$ cat config.mk
export PLATFORM = sky130hd
export DESIGN_NAME = dpram_arbiter
export DESIGN_NICKNAME = d
export VERILOG_FILES = /design/src/rtl/dpram_arbiter_pkg.sv /design/src/rtl/dpram_arbiter_rr_pick2.sv /design/src/rtl/dpram_arbiter.sv
export SDC_FILE = /design/constraint.sdc
export NUM_CORES = 1
export LEC_CHECK = 0
export BUFFER_PORTS_ARGS = -buffer_cell sky130_fd_sc_hd__buf_2
export CORE_MARGIN = 3
export CORE_UTILIZATION = 46
export DETAILED_ROUTE_END_ITERATION = 10
export MAX_ROUTING_LAYER = met4
export PLACE_DENSITY = 0.8
export REMOVE_ABC_BUFFERS = 1
export SLEW_MARGIN = 20
export SYNTH_ARGS = -nofsm -noshare
export SYNTH_HDL_FRONTEND = slang
export SYNTH_SLANG_ARGS = --single-unit
$ cat constraint.sdc
create_clock -name clock -period 2.5 [get_ports clock]
set_input_delay 0 -clock clock [delete_from_list [all_inputs] [get_ports clock]]
set_output_delay 0 -clock clock [all_outputs]
set_load 0.02 [all_outputs]
$ cat src/rtl/dpram_arbiter_pkg.sv
// Shared types and constants for the dpram_arbiter port-sharing block.
package dpram_arbiter_pkg;

  typedef enum logic [1:0] {
    IDLE,
    BUSY,
    DONE,
    CLEAR
  } state_t;

  localparam logic REQ_0 = 1'b0;
  localparam logic REQ_1 = 1'b1;

endpackage

$ cat src/rtl/dpram_arbiter_rr_pick2.sv
// Combinational two-way round-robin picker: on a tie, the requester not granted last time wins.
module rr_pick2
  import dpram_arbiter_pkg::*;
(
  input  logic req_0,
  input  logic req_1,
  input  logic last_grant,
  output logic valid,
  output logic grant
);

  always_comb begin
    valid = req_0 | req_1;
    if (req_0 && req_1) begin
      grant = ~last_grant;
    end else if (req_1) begin
      grant = REQ_1;
    end else begin
      grant = REQ_0;
    end
  end

endmodule

$ cat src/rtl/dpram_arbiter.sv
// Shares one dpram port between two req/ack requesters and a full-RAM clear engine.
module dpram_arbiter
  import dpram_arbiter_pkg::*;
#(
  parameter int unsigned address_width = 10,
  parameter int unsigned data_width    = 8
) (
  input  logic                     clock,
  input  logic                     reset_n,
  input  logic                     req_0,
  input  logic                     req_1,
  input  logic                     wren_0,
  input  logic                     wren_1,
  input  logic [address_width-1:0] address_0,
  input  logic [address_width-1:0] address_1,
  input  logic [data_width-1:0]    wdata_0,
  input  logic [data_width-1:0]    wdata_1,
  output logic                     ack_0,
  output logic                     ack_1,
  output logic [data_width-1:0]    rdata,
  input  logic                     clear_start,
  input  logic [data_width-1:0]    clear_value,
  output logic                     clear_busy,
  output logic                     clear_done,
  output logic [address_width-1:0] ram_address,
  output logic [data_width-1:0]    ram_data,
  output logic                     ram_wren,
  input  logic [data_width-1:0]    ram_q
);

  state_t                     state, state_next;
  logic [address_width-1:0]   address_next;
  logic [data_width-1:0]      data_next;
  logic                       wren_next;
  logic [1:0]                 ack, ack_next;
  logic                       busy_next;
  logic                       done_next;
  logic                       pending, pending_next;
  logic                       grant, grant_next;
  logic                       last_grant, last_grant_next;
  logic                       pick_valid;
  logic                       pick_grant;

  rr_pick2 u_pick (
    .req_0      (req_0),
    .req_1      (req_1),
    .last_grant (last_grant),
    .valid      (pick_valid),
    .grant      (pick_grant)
  );

  assign ack_0 = ack[REQ_0];
  assign ack_1 = ack[REQ_1];
  assign rdata = ram_q;

  always_comb begin
    state_next      = state;
    address_next    = ram_address;
    data_next       = ram_data;
    wren_next       = ram_wren;
    ack_next        = '0;
    busy_next       = clear_busy;
    done_next       = 1'b0;
    pending_next    = pending | clear_start;
    grant_next      = grant;
    last_grant_next = last_grant;

    unique case (state)
      IDLE: begin
        // A same-cycle clear_start counts as pending so the clear starts on this edge.
        if (pending || clear_start) begin
          state_next   = CLEAR;
          address_next = '0;
          data_next    = clear_value;
          wren_next    = 1'b1;
          busy_next    = 1'b1;
          pending_next = 1'b0;
        end else if (pick_valid) begin
          state_next      = BUSY;
          grant_next      = pick_grant;
          last_grant_next = pick_grant;
          if (pick_grant == REQ_1) begin
            address_next = address_1;
            data_next    = wdata_1;
            wren_next    = wren_1;
          end else begin
            address_next = address_0;
            data_next    = wdata_0;
            wren_next    = wren_0;
          end
        end
      end
      BUSY: begin
        state_next      = DONE;
        wren_next       = 1'b0;
        ack_next[grant] = 1'b1;
      end
      DONE: begin
        state_next = IDLE;
      end
      CLEAR: begin
        pending_next = pending;
        if (ram_address == '1) begin
          state_next = IDLE;
          wren_next  = 1'b0;
          busy_next  = 1'b0;
          done_next  = 1'b1;
        end else begin
          address_next = ram_address + address_width'(1);
        end
      end
      default: begin
        state_next = IDLE;
      end
    endcase
  end

  always_ff @(posedge clock or negedge reset_n) begin
    if (!reset_n) begin
      state       <= IDLE;
      ram_address <= '0;
      ram_data    <= '0;
      ram_wren    <= 1'b0;
      ack         <= '0;
      clear_busy  <= 1'b0;
      clear_done  <= 1'b0;
      pending     <= 1'b0;
      grant       <= REQ_0;
      last_grant  <= REQ_1;
    end else begin
      state       <= state_next;
      ram_address <= address_next;
      ram_data    <= data_next;
      ram_wren    <= wren_next;
      ack         <= ack_next;
      clear_busy  <= busy_next;
      clear_done  <= done_next;
      pending     <= pending_next;
      grant       <= grant_next;
      last_grant  <= last_grant_next;
    end
  end

endmodule

==> metrics.yaml <==
synth_cell_types: 49
htree_num_levels: 1
dr.pass1.iters: 4
drive_above_1_share_pct: 40.2
pwr-share-seq_pct: 32.8
synth_edf_count: 0
ys.flop_type: "dfrtp_1"
routed-wl-met2_um: 1960
cts_buffer_depth: 2
synthCells: 189
post_cts_resized: 0
vias: 1700
wl_met3_um: 322
slew_headroom_pct: 57.2
required_ns: 2.67
hold_viol: 0
grtUsageTotal_pct: 18.6
ys_seq_area_share_pct: 38.1
hold_path_class: "in2out"
wire_per_inst_um: 14.2
switching_power_mw: 1.03
cts_root_buf: "clkbuf_8"
synthTopCellsByArea: "dfrtp_1 (37%), mux2i_1 (8.2%), a21o_1 (4.1%)"
ys_warn_count: 0
synthArstFlopShare_pct: 100
fin_tns_setup_ns: 0
antenna_left: 0
place_hpwl_um: 3330
worst-path-max-fanout: 9
final_nets: 320
wl_um: 4330
antenna_found_initial: 0
io_buffers: 73
first_iter_violations: 97
ys_ff_latch: 28
fillerInstances: 323
leakage_nw: 1.16
synth.cell_area_um2: 1840
utilization_pct: 60.6
clock_skew_ns: 0.00809
start_util_pct: 48.8
path_clk_slew_ns: 0.10
register_area_um2: 702
area_growth_pct: 24.1
cp-start-kind: "flop"
maxUsedRoutingLayer: "met4"
grt_pass1_wl_um: 7400
ir_drop_mv: 0.552
fmax_mhz: 487
gp_congestion: 0.852
fin_crit_sh_pct: 82.1
die-area_um2: 4800
end_kind: "flop"
synth_most_common_cell: "dfrtp_1"
ios: 90
ys_top_cells_by_count: "dfrtp_1 (27), nand2_1 (16), mux2i_1 (15)"
p_comb_share_pct: 52.6
cellInternalPower_mw: 1.40
clock_sinks: 28
drv_slew: 0
cts_buffers: 3
grt_overflow: 0
fin_crit_ns: 2.05
drt-met1-wl_um: 2010
viasPerCell: 5.59
sw_frac_of_total_pct: 42.5
fp-row-count: 22
worstSetupPathType: "reg2reg"
synth.avg_cell_area_um2: 9.74
coreArea_um2: 3770
rsz0062_at_grt: "false"
drc: 0
setup_violations: 0
synth_top_area_cell: "dfrtp_1"
status: "complete, no violations"
grt_max_degree: 29
die_h_um: 69.3
worst_ep_arrival_time_ns: 2.22
grt_pass1_vias: 1639
p_per_area_nw_per_um2: 1060
worstMarginPinSlew_ns: 0.641
synth_top_area_share_pct: 36.7
cts_tree: "built"
clkLatencyLatePin_ns: 0.28
clockPowerShare_pct: 14.6
die_w_um: 69.3
multi_input_area_um2: 1010
diodes: 0
cap_violations: 0
[sequential cells by signal, summed over array words and instances (netlist names)]
name / count
grant: 1
ram_data: 8
ram_wren: 1
state: 2
ram_address: 10
clear_done: 1
ack: 2
pending: 1
last_grant: 1
clear_busy: 1
[cell usage in the layout (no fill, tap or decap), drive strengths merged, types with 6 or more instances in the layout]
master	netlist	layout
o21ai	14	14
a21oi	6	6
nor2	10	10
a211oi	9	9
nand2	16	16
mux2i	15	15
dfrtp	27	27
a21o	10	10
buf	15	79
inv	6	6
[metrics by stage]
step	power [mW]	hold slack, ns	worst slack [ns]	area [um^2]	cells
after detailed placement	2.08	0.000223	0.481	2200	299
after global routing	2.61	0.000134	0.339	2280	304
final	2.43	0.000148	0.446	2280	304
after CTS	2.44	0.000223	0.454	2280	304
after floorplan	1.67	-0.296	0.363	1730	172
after global placement	2.06	0.000223	0.523	2200	299
[logic make-up after synthesis]
family,Yosys count,synth area share [%]
flip-flops,28,38.1
buffers and inverters,23,7.14
AO/OA/AOI/OAI,62,24.9
multiplexers,18,10.4
AND/OR/NAND/NOR,54,16.7
adder cells (fa/ha/maj),4,2.72
[worst max-delay path, stage by stage, from the launching register on]
cell and delay [ns]:
dfrtp_1 0.43, inv_1 0.07, ha_1 0.31, nor3b_2 0.31
a21o_1 0.16, or2_1 0.35, mux2_4 0.34
[layout make-up]
| type | instances | share of cell area [%] |
|---|---|---|
| tap | 48 | 2.63 |
| multi-input combinational | 138 | 44.1 |
| clock buffer | 3 | 1.81 |
| timing repair buffer | 80 | 18.4 |
| inverter | 6 | 0.986 |
| clock inverter | 1 | 1.32 |
| sequential | 28 | 30.7 |
[worst paths after layout]
path	from	endpoint	cells after the start	slack (ns)
worst min register to register	grant$_DFFE_PN0P_	ack[0]$_DFF_PN0_	1	0.45
worst max-delay path	state[0]$_DFFE_PN0P_	ram_address[1]$_DFFE_PN0P_	6	0.45
min in group asynchronous	reset_n	ram_address[7]$_DFFE_PN0P_	2	0.25
worst min-delay path	ram_q[0]	rdata[0]	0	0.0001
max in group asynchronous	reset_n	grant$_DFFE_PN0P_	2	1.85
worst max register to register	state[0]$_DFFE_PN0P_	ram_address[1]$_DFFE_PN0P_	6	0.45
[layer usage]
metal	global-route usage [%]	vias up
li1	-	838
met1	25.3	789
met2	28.9	69
met3	3.91	4
met4	3.90	0
met5	-	-
[repair_timing]
| action | in CTS | in global routing |
|---|---|---|
| hold endpoints to repair | 27 | 0 |
| setup endpoints to repair | 0 | 0 |
| hold buffers | 1 | 0 |
| buffers inserted | 0 | 0 |
[power groups by stage]
stage	clock network, mW	logic, mW	registers, mW
4_1_cts	0.361	1.29	0.795
3_3_place_gp	0	1.27	0.795
5_1_grt	0.374	1.41	0.828
2_1_floorplan	0	0.723	0.945
3_5_place_dp	0	1.28	0.798
6_report	0.353	1.28	0.797
Note: power is estimated with default switching activity, not from simulation.
